### src/rtl/auction_pkg.sv
`default_nettype none
// ============================================================================
// Module      : auction_pkg
// Description : Shared types and constants for the sequential auction
//               controller. It holds the FSM state encoding, the default
//               bidder-count and bid-width constants, and the bid/bidder
//               typedefs.
// Revision    : 1.0  initial release
// ============================================================================
package auction_pkg;

    // Default log2(bidder count) and bid width.
    localparam int C_DEFAULT_N = 2;
    localparam int C_DEFAULT_W = 2;

    // Controller state. The encoding is explicit so that any state register
    // built from this type has a fixed 2-bit width.
    typedef enum logic [1:0] {
        IDLE    = 2'd0,
        COLLECT = 2'd1,
        EVAL    = 2'd2,
        DONE    = 2'd3
    } state_t;

    // Bid value and bidder index at the default widths.
    typedef logic [C_DEFAULT_W-1:0] bid_t;
    typedef logic [C_DEFAULT_N-1:0] bidder_t;

endpackage : auction_pkg
`default_nettype wire

### src/rtl/auction_bid_store.sv
`default_nettype none
// ============================================================================
// Module      : auction_bid_store
// Description : Register file of 2**N bid slots, each W bits wide, plus a
//               per-slot "submitted" mask. It has one write port, one
//               combinational indexed read port and a synchronous clear.
//               Clear has priority over write.
// Ports       : clk, rst_n         clock and asynchronous active-low reset
//               clear              zero every slot and the mask
//               wr_en/wr_id/
//               wr_value           store wr_value in slot wr_id and mark it
//               rd_idx             slot to read
//               rd_value/rd_valid  slot contents and its mask bit
// Revision    : 1.0  initial release
// ============================================================================
module auction_bid_store
    import auction_pkg::*;
#(
    parameter int N = C_DEFAULT_N,
    parameter int W = C_DEFAULT_W
) (
    input  logic         clk,
    input  logic         rst_n,
    input  logic         clear,
    input  logic         wr_en,
    input  logic [N-1:0] wr_id,
    input  logic [W-1:0] wr_value,
    input  logic [N-1:0] rd_idx,
    output logic [W-1:0] rd_value,
    output logic         rd_valid
);

    localparam int C_SLOTS = 2 ** N;

    logic [W-1:0]       r_slot [C_SLOTS];
    logic [C_SLOTS-1:0] r_mask;

    always_ff @(posedge clk or negedge rst_n) begin
        if (!rst_n) begin
            for (int i = 0; i < C_SLOTS; i++) begin
                r_slot[i] <= '0;
            end
            r_mask <= '0;
        end else if (clear) begin
            for (int i = 0; i < C_SLOTS; i++) begin
                r_slot[i] <= '0;
            end
            r_mask <= '0;
        end else if (wr_en) begin
            // A repeat bid from the same bidder simply overwrites its slot.
            r_slot[wr_id] <= wr_value;
            r_mask[wr_id] <= 1'b1;
        end
    end

    always_comb begin
        rd_value = r_slot[rd_idx];
        rd_valid = r_mask[rd_idx];
    end

endmodule : auction_bid_store
`default_nettype wire

### src/rtl/auction_ctrl.sv
`default_nettype none
// ============================================================================
// Module      : auction_ctrl
// Description : Sequential auction controller. It collects bids from 2**N
//               bidders over a valid/ready channel and stores them in
//               auction_bid_store. It then scans the slots with a single
//               comparator, one slot per clock, and holds the result on a
//               valid/ready output channel until it is consumed.
//               Build option: define AUCTION_SECOND_PRICE_EN for
//               second-price (Vickrey) pricing. In the default build the
//               price equals the winning bid.
// Ports       : clk, rst_n                 clock and asynchronous active-low reset
//               start                      open a round (IDLE only)
//               bid_valid/bid_ready/
//               bid_id/bid_value           bid channel (COLLECT only)
//               close                      end collection (COLLECT only)
//               busy                       round in progress
//               res_valid/res_ready        result channel (DONE only)
//               winner/winning_bid/price/
//               no_bids                    registered result
// Revision    : 1.0  initial release
// ============================================================================
module auction_ctrl
    import auction_pkg::*;
#(
    parameter int N = C_DEFAULT_N,
    parameter int W = C_DEFAULT_W
) (
    input  logic         clk,
    input  logic         rst_n,
    input  logic         start,
    input  logic         bid_valid,
    output logic         bid_ready,
    input  logic [N-1:0] bid_id,
    input  logic [W-1:0] bid_value,
    input  logic         close,
    output logic         busy,
    output logic         res_valid,
    input  logic         res_ready,
    output logic [N-1:0] winner,
    output logic [W-1:0] winning_bid,
    output logic [W-1:0] price,
    output logic         no_bids
);

    localparam int           C_SLOTS    = 2 ** N;
    localparam logic [N-1:0] C_LAST_IDX = N'(C_SLOTS - 1);

    state_t       r_state;
    state_t       w_state_nxt;

    logic [N-1:0] r_idx;
    logic         r_best_vld;
    logic [N-1:0] r_best_id;
    logic [W-1:0] r_best_val;
`ifdef AUCTION_SECOND_PRICE_EN
    logic         r_sec_vld;
    logic [W-1:0] r_sec_val;
`endif

    logic         r_res_valid;
    logic [N-1:0] r_winner;
    logic [W-1:0] r_winning_bid;
    logic [W-1:0] r_price;
    logic         r_no_bids;

    logic         w_clear;
    logic         w_bid_fire;
    logic         w_take_result;
    logic [W-1:0] w_rd_value;
    logic         w_rd_valid;

    assign w_clear       = (r_state == IDLE) && start;
    assign w_bid_fire    = (r_state == COLLECT) && bid_valid;
    assign w_take_result = r_res_valid && res_ready;

    auction_bid_store #(
        .N (N),
        .W (W)
    ) u_store (
        .clk      (clk),
        .rst_n    (rst_n),
        .clear    (w_clear),
        .wr_en    (w_bid_fire),
        .wr_id    (bid_id),
        .wr_value (bid_value),
        .rd_idx   (r_idx),
        .rd_value (w_rd_value),
        .rd_valid (w_rd_valid)
    );

    // ------------------------------------------------------------------
    // FSM
    // ------------------------------------------------------------------
    always_ff @(posedge clk or negedge rst_n) begin
        if (!rst_n) begin
            r_state <= IDLE;
        end else begin
            r_state <= w_state_nxt;
        end
    end

    always_comb begin
        w_state_nxt = r_state;
        bid_ready   = 1'b0;
        busy        = 1'b1;
        case (r_state)
            IDLE: begin
                busy = 1'b0;
                if (start) begin
                    w_state_nxt = COLLECT;
                end
            end
            COLLECT: begin
                bid_ready = 1'b1;
                if (close) begin
                    w_state_nxt = EVAL;
                end
            end
            EVAL: begin
                if (r_idx == C_LAST_IDX) begin
                    w_state_nxt = DONE;
                end
            end
            DONE: begin
                if (w_take_result) begin
                    w_state_nxt = IDLE;
                end
            end
            default: w_state_nxt = IDLE;
        endcase
    end

    // ------------------------------------------------------------------
    // Scan: one slot per EVAL cycle through the shared comparator.
    // Candidates are cleared when collection closes, so a round never
    // inherits state from the previous one.
    // ------------------------------------------------------------------
    always_ff @(posedge clk or negedge rst_n) begin
        if (!rst_n) begin
            r_idx      <= '0;
            r_best_vld <= 1'b0;
            r_best_id  <= '0;
            r_best_val <= '0;
`ifdef AUCTION_SECOND_PRICE_EN
            r_sec_vld  <= 1'b0;
            r_sec_val  <= '0;
`endif
        end else begin
            case (r_state)
                COLLECT: begin
                    if (close) begin
                        r_idx      <= '0;
                        r_best_vld <= 1'b0;
                        r_best_id  <= '0;
                        r_best_val <= '0;
`ifdef AUCTION_SECOND_PRICE_EN
                        r_sec_vld  <= 1'b0;
                        r_sec_val  <= '0;
`endif
                    end
                end
                EVAL: begin
                    // The index wraps to 0 after the last slot.
                    r_idx <= r_idx + N'(1);
                    if (w_rd_valid) begin
                        // Strictly greater: on a tie the earlier (lower)
                        // index keeps the lead.
                        if (!r_best_vld || (w_rd_value > r_best_val)) begin
                            r_best_vld <= 1'b1;
                            r_best_id  <= r_idx;
                            r_best_val <= w_rd_value;
`ifdef AUCTION_SECOND_PRICE_EN
                            r_sec_vld  <= r_best_vld;
                            r_sec_val  <= r_best_val;
                        end else if (!r_sec_vld || (w_rd_value > r_sec_val)) begin
                            // Catches ties with the leader too, so that
                            // equal top bids clear at the top price.
                            r_sec_vld  <= 1'b1;
                            r_sec_val  <= w_rd_value;
`endif
                        end
                    end
                end
                default: ;
            endcase
        end
    end

    // ------------------------------------------------------------------
    // Result register. It loads on the first DONE cycle and holds until
    // the handshake, then returns to zero.
    // ------------------------------------------------------------------
    always_ff @(posedge clk or negedge rst_n) begin
        if (!rst_n) begin
            r_res_valid   <= 1'b0;
            r_winner      <= '0;
            r_winning_bid <= '0;
            r_price       <= '0;
            r_no_bids     <= 1'b0;
        end else if ((r_state == DONE) && !r_res_valid) begin
            r_res_valid   <= 1'b1;
            r_winner      <= r_best_id;
            r_winning_bid <= r_best_val;
            r_no_bids     <= !r_best_vld;
`ifdef AUCTION_SECOND_PRICE_EN
            r_price       <= r_sec_vld ? r_sec_val : '0;
`else
            r_price       <= r_best_val;
`endif
        end else if (w_take_result) begin
            r_res_valid   <= 1'b0;
            r_winner      <= '0;
            r_winning_bid <= '0;
            r_price       <= '0;
            r_no_bids     <= 1'b0;
        end
    end

    assign res_valid   = r_res_valid;
    assign winner      = r_winner;
    assign winning_bid = r_winning_bid;
    assign price       = r_price;
    assign no_bids     = r_no_bids;

endmodule : auction_ctrl
`default_nettype wire

### config.mk
export PLATFORM = sky130hd
export DESIGN_NAME = auction_ctrl
export DESIGN_NICKNAME = d
export VERILOG_FILES = /design/src/rtl/auction_pkg.sv /design/src/rtl/auction_bid_store.sv /design/src/rtl/auction_ctrl.sv
export SDC_FILE = /design/constraint.sdc
export NUM_CORES = 1
export LEC_CHECK = 0
export ABC_AREA = 1
export CAP_MARGIN = 20
export CORE_MARGIN = 10
export CORE_UTILIZATION = 55
export DETAILED_ROUTE_END_ITERATION = 16
export PLACE_DENSITY = 0.87
export SETUP_SLACK_MARGIN = 0.5
export SLEW_MARGIN = 20
export SYNTH_ARGS = -nofsm -noshare
export SYNTH_HDL_FRONTEND = slang
export SYNTH_SLANG_ARGS = --single-unit
### constraint.sdc
create_clock -name clk -period 4.2 [get_ports clk]
set_input_delay 0.42 -clock clk [delete_from_list [all_inputs] [get_ports clk]]
set_output_delay 0.42 -clock clk [all_outputs]
set_load 0.01 [all_outputs]
======== Word level (Yosys, flattened, before mapping) ========
Cells that the tools add are included.
storage, ports and cells
  logic and storage cells ................. 89
  register bits after elaboration ......... 27
  bits in writable memories ............... 0
  bits in read-only memories .............. 0
  memories kept ........................... 0
  bits in latches ......................... 0
  output and inout port bits .............. 10
cells by class
  muxes and demuxes ....................... 38
  add/subtract/negate cells ............... 1
  multiply operators ...................... 0
  reduce and logical (&&, ||, !) cells .... 16
  div/mod/pow operators ................... 0
  shift-type cells ........................ 0
  bitwise gates (word level) .............. 3
  equality and inequality tests ........... 10
  magnitude comparators ................... 7
operator list
  kind                                                               number
  two-way mux 2 bit                                                  14
  two-way mux 8 bit                                                  2
  one-hot mux 2 bit (2 select lines)                                 3
  two-way mux 1 bit                                                  10
  != test 2 bit, second input constant                               5
  bitwise mux 8 bit                                                  1
  two-way mux 4 bit                                                  2
  one-hot mux 2 bit (4 select lines)                                 1
  AND reduction 4 bit                                                2
  equality test 2 bit, second input constant                         3
  greater-or-equal comparator 3 bit, second input constant           2
  logical AND 1 bit                                                  6
  less-than comparator 2 x 3 -> 1 bit, second input constant         2
  inverter 2 -> 3 bit                                                2
  nonzero test 2 bit                                                 3
  binary-select mux 2 bit (select 2 bit)                             1
  demux 2 bit (select 2 bit)                                         1
  bitwise OR 4 bit                                                   1
  less-than comparator 3 x 1 -> 1 bit, second input constant         1
  adder 2 x 1 -> 2 bit, second input constant                        1
  binary-select mux 1 bit (select 2 bit)                             1
  demux 1 bit (select 2 bit)                                         1
  equality test 2 x 1 -> 1 bit, second input constant                1
  greater-or-equal comparator 2 x 1 -> 1 bit, second input constant  1
  other kinds (7)                                                    8

======== Logic depth before layout (Yosys ltp) ========
Gate-level depths: netlist of the first run.
  depth after elaboration ................. 9
  depth in mapped cells ................... 14
  depth with buffers taken out ............ 13

======== Cells and area by module ========
From an unflattened synthesis of the first run, not the netlist that was laid out.
second synthesis, totals
  cell total of the unflattened synthesis .. 190
  area, all modules ....................... 1,475.2 um2
modules (own cells, without submodules)
  module             times used  cells each  sequential area each (um2)  area each (um2)
  auction_ctrl       1           103         375.4                       850.8
  auction_bid_store  1           87          300.3                       624.3

======== Worst setup path before layout of the first run ========
Ideal clock, no wire load.
  path type ............................... flip-flop to flip-flop
  start ................................... reg r_idx[0]
  end ..................................... reg r_best_val[0]
  setup slack ............................. 2.623 ns
  stages on the path, launching flop included .. 14
  library setup time ...................... 0.119 ns
  arrival ................................. 1.458 ns
  path through ............................ dfrtp_1 buf_6 nand2_1 nand3_1 nand2_1 inv_1 ha_1 nand2_1 nand2_1 nand2_1 nand3_2 nand3_4 nand2_1 nand2_1
on the way
  cells in the longest elaborated chain, start to end .. 8
RTL lines
  what                                                  line                     RTL
  from (decl)                                           auction_ctrl.sv:52       logic [N-1:0] r_idx;
  from (signal assigned)                                auction_ctrl.sv:165      r_idx <= r_idx + N'(1);
  inverter 2 -> 3 bit (implied by the code)             auction_bid_store.sv:57  rd_value = r_slot[rd_idx];
  binary-select mux 2 bit (select 2 bit)                auction_bid_store.sv:57
  two-way mux 2 bit (implied by the code) (2 in a row)  auction_bid_store.sv:57
  > comparator 2 bit                                    auction_ctrl.sv:169      if (!r_best_vld || (w_rd_value > r_best_val)) begin
  logical OR 1 bit                                      auction_ctrl.sv:169
  != test 2 bit (no line)                               --
  AND reduction 4 bit (no line)                         --
  to (signal assigned)                                  auction_ctrl.sv:172      r_best_val <= w_rd_value;
  to (decl)                                             auction_ctrl.sv:55       logic [W-1:0] r_best_val;
Several ways; a longest one is shown, not always the timed one. The select of a mux whose other input is x is not followed.
A chain may end at the register's enable or synchronous reset.

======== Worst setup path in the final report of the first run ========
  start ................................... reg r_state[1]
  end ..................................... out bid_ready
on the way
  cells in the longest elaborated chain, start to end .. 2
RTL lines
  what                          line                 RTL
  from (decl)                   auction_ctrl.sv:49   state_t r_state;
  from (signal assigned)        auction_ctrl.sv:99   r_state <= w_state_nxt;
  equality test 2 x 1 -> 1 bit  auction_ctrl.sv:107  case (r_state)
  two-way mux 1 bit             auction_ctrl.sv:107
  to (decl)                     auction_ctrl.sv:33   output logic bid_ready,
Every way passes these cells.

==> results.cfg, run 1 <==
[placement]
port_buffers = 19
place_congestion = 0.826
place_ws_ns = 2.35
dp_hpwl_mm = 2.35
place_inst = 213

[logic_synthesis]
synth-seq-cells = 27
synth_top_family_by_area = simple AND/OR/NAND/NOR gates
synth.mux.area_fraction = 0
synth_compound_area_frac = 0.0828
synth-simple-area-share = 0.282
synth_seq_area_share = 0.471
ys_types = 22
syn_inst = 169
synth.cell_area_um2 = 1440
syn_nets = 187
yosys_warnings = 0
synth-xor-area-share = 0
syn-mean-instance-area_um2 = 8.49
synth_fa_ha_area_frac = 0.0697

[drt]
wl_met1_mm = 1.17
ant_nets = 0
drt_drc_violations_left = 0
route.met3.wl_um = 115
avgRoutedWirePerCell_um = 13.0
drtIter0Drc = 57
drt-vias-per-instance = 5.40
vias = 1172
top_layer = met4
dr.pass1.iters = 4
dr_wl_met2_mm = 1.51
wl_mm = 2.83

[finish]
final_common_cell = nand2_1
layout_common_cells = 43 x nand2_1, 27 x dfrtp_1, 24 x nand3_1
diodes = 0
multi_input_area_um2 = 623
area_growth_pct = 14.3
seqCellArea_um2 = 676
layout-drive-gt1-share = 0.0909
n_fill_cell = 229
fin_nets = 206
layoutNonFillerInstCount = 217

[sta]
finalHoldViolCount = 0
fin_crit_ns = 2.10
finalSetupViolations = 0
slew_headroom = 0.618
period_share = 0.499
rsz0062_at_grt = false
tns_ns = 0
whs_ns = 0.0651
worst_pin_slew_ns = 0.574
fmax_mhz = 477
final.setup.worst_slack_ns = 2.10
skew_ns = 0.00821
slew_violations = 0

[grt]
grt_max_degree = 28
grt_pass1_wl_mm = 5.04
grt_pass1_vias = 1193
gr-total-overflow = 0
grt_antenna_before_repair = 0
grt_use_total = 0.117

[floorplan]
core_um2 = 2480
die_w_um = 71.1
floorplan.rows = 18
initial_core_util = 0.579
dieArea_um2 = 5050
pin_count = 20
die_y_um = 71.1

[pwr]
ir_drop_v = 0.000387
power.density_nw_per_um2 = 672
total_power_uw = 1100
p_leak_uw = 0.000826

[worst_setup_path]
worst_setup_path_start_kind = flop
crit_path_max_fanout = 4
end_kind = output port
required_ns = 3.78
arrival_ns = 1.68
path_class = flop to output port

[clocking]
cts_buffers = 3
post_cts_buffers = 0
cts_hold_buf = 0
cts_max_level = 1
insertion_delay_ns = 0.32
clock-sinks = 27
cts_tree = yes
cts_root_buf = clkbuf_4
clkTransAtPathRegs_ns = 0.14
cts.repair.resized = 0
ctsLongestPathBuffers = 2

[flow_run]
drv_cap = 0

[worst_hold_path]
hold_path_class = primary input to asynchronous set/reset pin

[status]
status = complete, no violations
## area by class of cell
cell class	instances	share of cell area
well taps	30	0.0229
flip-flops and latches	27	0.412
clock buffers	3	0.0137
repair buffers	19	0.113
clock inverters	1	0.00305
multi-input cells	114	0.380
inverters	23	0.0557
## per-layer routing
metal | global-route usage | up-vias
met1 | 0.128 | 560
met4 | 0.0495 | 0
met3 | 0.0251 | 6
li1 | - | 585
met2 | 0.211 | 21
met5 | 0 | -
## where the power goes
group	switching [uW]	internal [uW]	total [uW]
sequential	78.9	357	436
clock	73.8	35.7	109
combinational	321	236	557
total	474	629	1100
## sequential cells by signal (all words and copies together), names as in the netlist, 2 cells and up
register and count:
price 2, r_best_id 2, r_best_val 2, r_idx 2, r_state 2, u_store.r_mask 4
u_store.r_slot 8, winner 2
## worst max-delay path: stages (launching register included)
cell and delay, ns:
dfrtp_1 0.43, inv_1 0.12, ha_1 0.24, clkdlybuf4s50_1 0.56
## Yosys cell counts
library cell	n	share of area
nor2_1	2	0.0052
nand4_1	5	0.022
buf_2	1	0.0035
nand2_4	1	0.0078
nand3_2	3	0.021
nand3_4	1	0.012
ha_1	8	0.070
a21oi_1	4	0.014
o21a_2	1	0.0061
buf_6	1	0.0078
buf_4	2	0.010
o21ai_0	14	0.049
nor2_2	1	0.0044
inv_2	1	0.0026
inv_1	21	0.055
dfrtp_1	27	0.47
nand2_2	3	0.013
nand3_1	24	0.084
o21ai_1	4	0.014
inv_6	1	0.0061
nand2_1	43	0.11
clkbuf_8	1	0.0096
## per-stage QoR
stage / instance area [um2] / util
floorplan: 1440 / -
finish: 1640 / 0.662
detailed placement: 1610 / 0.651
CTS: 1640 / 0.662
global placement: 1620 / 0.653
global route: 1640 / 0.662
## cells by family after synthesis
kind of cell               count (synthesis)
adders and majority gates                  8
and+or+nand+nor                           83
buffers and inverters                     28
AOI/OAI and AO/OA                         23
DFF                                       27
## final timing paths
kind	from	slack, ns	depth (start not counted)	end
min	rst_n	0.07	1	winner[1]
min reg2reg	r_best_id[0]	0.50	2	r_best_id[0]
max	r_state[1]	2.10	3	bid_ready
max reg2reg	r_idx[0]	2.32	13	r_best_val[1]
max in group asynchronous	rst_n	3.75	1	r_best_vld
min in group clk	r_best_id[0]	0.50	2	r_best_id[0]
No activity file was read; power rests on OpenSTA's default activity.
==> run 2: changes to the inputs <==
--- a/config.mk
+++ b/config.mk
@@ -8,9 +8,9 @@
 export ABC_AREA = 1
 export CAP_MARGIN = 20
 export CORE_MARGIN = 10
-export CORE_UTILIZATION = 55
+export CORE_UTILIZATION = 48
 export DETAILED_ROUTE_END_ITERATION = 16
-export PLACE_DENSITY = 0.87
+export PLACE_DENSITY = 0.81
 export SETUP_SLACK_MARGIN = 0.5
 export SLEW_MARGIN = 20
 export SYNTH_ARGS = -nofsm -noshare
==> constraint.sdc (replaced) <==
create_clock -name clk -period 1.7 [get_ports clk]
set_input_delay 0.17 -clock clk [delete_from_list [all_inputs] [get_ports clk]]
set_output_delay 0.17 -clock clk [all_outputs]
set_load 0.01 [all_outputs]
==> results.cfg, run 2 (synthesis results as in run 1) <==
[status]
status = complete, no violations

[floorplan]
die_w_um = 74.7
dieArea_um2 = 5580
initial_core_util = 0.512
pin_count = 20
core_um2 = 2810
die_y_um = 74.7
floorplan.rows = 19

[placement]
dp_hpwl_mm = 2.46
place_congestion = 0.836
place_ws_ns = -0.0500
port_buffers = 19

[worst_setup_path]
cp_common_cell = nand2_1
worstPathCellList = inv_6 > nand2_1 > nand3_2 > nand2_2 > inv_2 > ha_4 > nand2_1 > nand2_2 > nand2_2 > nand3_4 > nand3_4 > nand2_1 > nand2_1
worst_setup_path_start_kind = flop
end_kind = flop
cp_slowest_stage_delay_ns = 0.48
crit_path_max_fanout = 7
path_delay_family = simple AND/OR/NAND/NOR gates
required_ns = 1.94
startpoint = r_idx[0]
timing.rr.start = r_idx[0]
path_class = flop to flop
path_buf_inv = 2
slowest_stage = dfrtp_2
arrival_ns = 1.93

[finish]
seqCellArea_um2 = 678
top_regs = u_store.r_slot x8, u_store.r_mask x4
regMostFlops = u_store.r_slot
postLayoutCoreUtil = 0.754
area_growth_pct = 47.4
layout_common_cells = 34 x nand2_1, 25 x dfrtp_1, 20 x buf_4
n_fill_cell = 199
largest_reg_flops = 8
fin_nets = 232
multi_input_area_um2 = 885
diodes = 0
final_common_cell = nand2_1
layout-drive-gt1-share = 0.446

[grt]
grt_use_total = 0.144
grt_pass1_wl_mm = 6.33
grt_pass1_vias = 1342
grt_antenna_before_repair = 0
gr-total-overflow = 0
grt_max_degree = 28

[pwr]
power.density_nw_per_um2 = 1780
clkPwrFrac = 0.073
ir_drop_v = 0.000879
switching_power_uw = 1680
swShare = 0.445
p_int_uw = 2090
seqPwrFrac = 0.292
total_power_uw = 3770
combPwrFrac = 0.635
p_leak_uw = 0.00101

[sta]
fin_crit_ns = 1.69
rsz0062_at_grt = true
skew_ns = 0.0165
tns_ns = 0
period_share = 0.996
finalHoldViolCount = 0
slew_headroom = 0.769
worst_pin_slew_ns = 0.346
finalSetupViolations = 0
final.setup.worst_slack_ns = 0.00689
fmax_mhz = 591
slew_violations = 0

[clocking]
ctsLongestPathBuffers = 2
cts_hold_buf = 0
cts_buffers = 3
cts_tree = yes
insertion_delay_ns = 0.33
clock-sinks = 27
cts_max_level = 1
cts_root_buf = clkbuf_4
clkTransAtPathRegs_ns = 0.15

[drt]
avgRoutedWirePerCell_um = 16.5
wl_mm = 4.02
drt_drc_violations_left = 0
vias = 1352
ant_nets = 0
drt-vias-per-instance = 5.54
dr.pass1.iters = 4
drtIter0Drc = 63

[flow_run]
drv_cap = 0

[worst_hold_path]
hold_path_class = primary input to asynchronous set/reset pin
-- run 2: cell count changes in the layout (fill, tap and decap cells not counted), moves of 9 or more --
cell	before	now
buf_4	0	20
o21ai_0	14	4
clkdlybuf4s50_1	18	9
nand3_2	3	13
buf_6	0	9
nand2_1	43	34
nand3_1	24	9
-- run 2: layout make-up --
type / count / share of cell area
sequential: 27 / 0.321
inverter: 23 / 0.0479
multi-input combinational: 114 / 0.418
timing repair buffer: 45 / 0.183
clock buffer: 4 / 0.0124
tap: 31 / 0.0183
-- run 2: repair_timing --
| action | 4_1_cts | 5_1_grt |
|---|---|---|
| endpoints found under the setup margin | 36 | 36 |
| pin swaps | 7 | 7 |
| gates resized for setup | 61 | 46 |
| buffers inserted | 13 | 10 |
-- run 2: path summary, 6_finish.rpt --
kind	slack [ns]	to	cells after the start
worst max-delay path	0.007	r_best_val[0]	13
min in group clk	0.43	res_valid	2
max in group asynchronous	1.20	r_idx[0]	2
worst max register to register	0.007	r_best_val[0]	13
worst min-delay path	0.20	winner[0]	2
worst min register to register	0.50	r_best_val[1]	2
-- run 2: per-stage QoR --
stage	std cells	hold slack [ns]	instance area, um2
4_1_cts	234	0.198	1930
3_3_place_gp	217	0.468	1670
3_5_place_dp	217	0.469	1670
5_1_grt	244	0.226	2120
2_1_floorplan	169	-0.126	1460
6_report	244	0.205	2120
-- run 2: layer usage --
metal	vias to the layer above	global-route usage	share of wire
met3	14	0.0329	0.040
met5	-	0	0
met4	0	0.0483	0.028
li1	644	-	-
met1	650	0.145	0.37
met2	44	0.282	0.56
-- run 2: worst reg2reg max path, cell delays in order, from the launching register on --
cell and delay, ns:
dfrtp_2 0.48, inv_6 0.06, nand2_1 0.08, nand3_2 0.07
nand2_2 0.10, inv_2 0.05, ha_4 0.27, nand2_1 0.06
nand2_2 0.06, nand2_2 0.06, nand3_4 0.10, nand3_4 0.09
nand2_1 0.08, nand2_1 0.05
-- run 2: power by group through the flow --
| stage | combinational [uW] | clock (uW) | sequential, uW |
|---|---|---|---|
| 2_1_floorplan | 1080 | 0 | 1070 |
| 3_3_place_gp | 1440 | 0 | 1070 |
| 3_5_place_dp | 1530 | 0 | 1090 |
| 4_1_cts | 1920 | 282 | 1070 |
| 5_1_grt | 2610 | 313 | 1130 |
| 6_report | 2390 | 274 | 1100 |
==> run 3: changes to the inputs <==
--- a/config.mk
+++ b/config.mk
@@ -8,9 +8,9 @@
 export ABC_AREA = 1
 export CAP_MARGIN = 20
 export CORE_MARGIN = 10
-export CORE_UTILIZATION = 48
+export CORE_UTILIZATION = 45
 export DETAILED_ROUTE_END_ITERATION = 16
-export PLACE_DENSITY = 0.81
+export PLACE_DENSITY = 0.75
 export SETUP_SLACK_MARGIN = 0.5
 export SLEW_MARGIN = 20
 export SYNTH_ARGS = -nofsm -noshare
==> constraint.sdc (replaced) <==
create_clock -name clk -period 1.8 [get_ports clk]
set_input_delay 0.18 -clock clk [delete_from_list [all_inputs] [get_ports clk]]
set_output_delay 0.18 -clock clk [all_outputs]
set_load 0.01 [all_outputs]
==> results.cfg, run 3 (synthesis results as in run 1) <==
[worst_setup_path]
required_ns = 2.04
end_kind = flop
worst_setup_path_start_kind = flop
crit_path_max_fanout = 6
arrival_ns = 1.90
path_class = flop to flop
worstPathCellList = buf_6 > nand2_1 > nand3_1 > nand2_2 > ha_1 > nand2_1 > nand2_2 > nand3_4 > nand3_4 > nand2_1 > nand2_1
ff2ff_path_depth = 11
cp_slowest_stage_delay_ns = 0.49
slowest_stage = dfrtp_2
cp_common_cell = nand2_1
rrSetupSlack_ns = 0.14

[drt]
avgRoutedWirePerCell_um = 14.4
drt-vias-per-instance = 5.06
drt_drc_violations_left = 0
vias = 1265
wl_mm = 3.59
drtIter0Drc = 71
ant_nets = 0
dr.pass1.iters = 4

[finish]
final_common_cell = nand2_1
regMostFlops = u_store.r_slot
final_cell_area_um2 = 2070
diodes = 0
layout_common_cells = 29 x nand2_1, 25 x dfrtp_1, 15 x inv_1, 15 x nand2_2
area_growth_pct = 44.3
layoutNonFillerInstCount = 250
largest_reg_flops = 8
fin_nets = 225
layout-drive-gt1-share = 0.388
top_regs = u_store.r_slot x8, u_store.r_mask x4
postLayoutCoreUtil = 0.678

[pwr]
p_leak_uw = 0.000996
combPwrFrac = 0.622
seqPwrFrac = 0.301
power.density_nw_per_um2 = 1640
swShare = 0.443
ir_drop_v = 0.000770
clkPwrFrac = 0.077
p_int_uw = 1890
switching_power_uw = 1510

[sta]
slew_headroom = 0.774
fmax_mhz = 601
skew_ns = 0.00287
final.setup.worst_slack_ns = 0.136
rsz0062_at_grt = true
tns_ns = 0
fin_crit_ns = 1.66
finalSetupViolations = 0
worst_pin_slew_ns = 0.339
finalHoldViolCount = 0
period_share = 0.924
slew_violations = 0

[grt]
gr-total-overflow = 0
grt_antenna_before_repair = 0
grt_pass1_vias = 1331
grt_max_degree = 28
grt_use_total = 0.116
grt_pass1_wl_mm = 5.83

[worst_hold_path]
hold_path_class = primary input to asynchronous set/reset pin

[floorplan]
dieArea_um2 = 5850
die_y_um = 76.5
floorplan.rows = 20
core_um2 = 3050
pin_count = 20
initial_core_util = 0.470
die_w_um = 76.5

[placement]
port_buffers = 19
place_ws_ns = 0.0357
place_inst = 230
place_congestion = 0.840
dp_hpwl_mm = 2.24
dpl_cell_area_um2 = 1660

[clocking]
cts_max_level = 1
cts_tree = yes
clock-sinks = 27
ctsLongestPathBuffers = 2
clkTransAtPathRegs_ns = 0.14
cts_root_buf = clkbuf_4
cts_buffers = 3
insertion_delay_ns = 0.32

[status]
status = complete, no violations

[flow_run]
drv_cap = 0
-- run 3: cell count changes in the layout (fill, tap and decap cells not counted), sizes merged --
cell	previous run	this run
dlygate4sd2	0	8
clkdlybuf4s15	2	0
buf	29	21
clkbuf	9	4
-- run 3: power by group through the flow --
| stage | sequential, uW | clock (uW) | combinational [uW] |
|---|---|---|---|
| 2_1_floorplan | 996 | 0 | 971 |
| 3_3_place_gp | 1010 | 0 | 1300 |
| 3_5_place_dp | 1030 | 0 | 1360 |
| 4_1_cts | 1000 | 266 | 1760 |
| 5_1_grt | 1050 | 295 | 2330 |
| 6_report | 1020 | 262 | 2110 |
-- run 3: through the flow --
stage	total power, uW	hold slack (ns)
2_1_floorplan	1970	-0.116
3_3_place_gp	2310	0.467
3_5_place_dp	2390	0.460
4_1_cts	3030	0.218
5_1_grt	3670	0.220
6_report	3390	0.209
-- run 3: path summary, 6_finish.rpt --
check                              from      endpoint
hold reg to reg            r_best_id[0]  r_best_id[0]
setup reg to reg               r_idx[0]  r_best_id[0]
setup / recovery               r_idx[0]  r_best_id[0]
hold / removal                    rst_n     winner[1]
min in group clk              res_ready     res_valid
max in group asynchronous         rst_n      r_idx[1]
-- run 3: per-layer routing --
layer	vias up	global-route usage	routed length, um
li1	629	-	-
met1	601	0.122	1470
met4	0	0.0353	19
met5	-	0	0
met2	31	0.214	1940
met3	4	0.0342	162
-- run 3: cell type report --
type                            count  area (um2)
Inverter                           23        98.8
Clock buffer                        4        26.3
Sequential cell                    27         678
Timing Repair Buffer               38         357
Multi-Input combinational cell    114         856
Tap cell                           44        55.1
Fill cell                         229         982
-- run 3: worst max-delay path, delay by kind of cell, from the launching register on --
| kind | cells | cell delay (ns) |
|---|---|---|
| flops | 1 | 0.49 |
| simple gates | 9 | 0.72 |
| buf+inv | 1 | 0.14 |
| fa+ha+maj | 1 | 0.23 |
-- run 3: timing repair --
action / 4_1_cts / 5_1_grt
hold buffers: 0 / 0
endpoints found under the setup margin: 31 / 28
pin swaps: 19 / 14
setup buffers: 13 / 3
resized for setup: 54 / 40
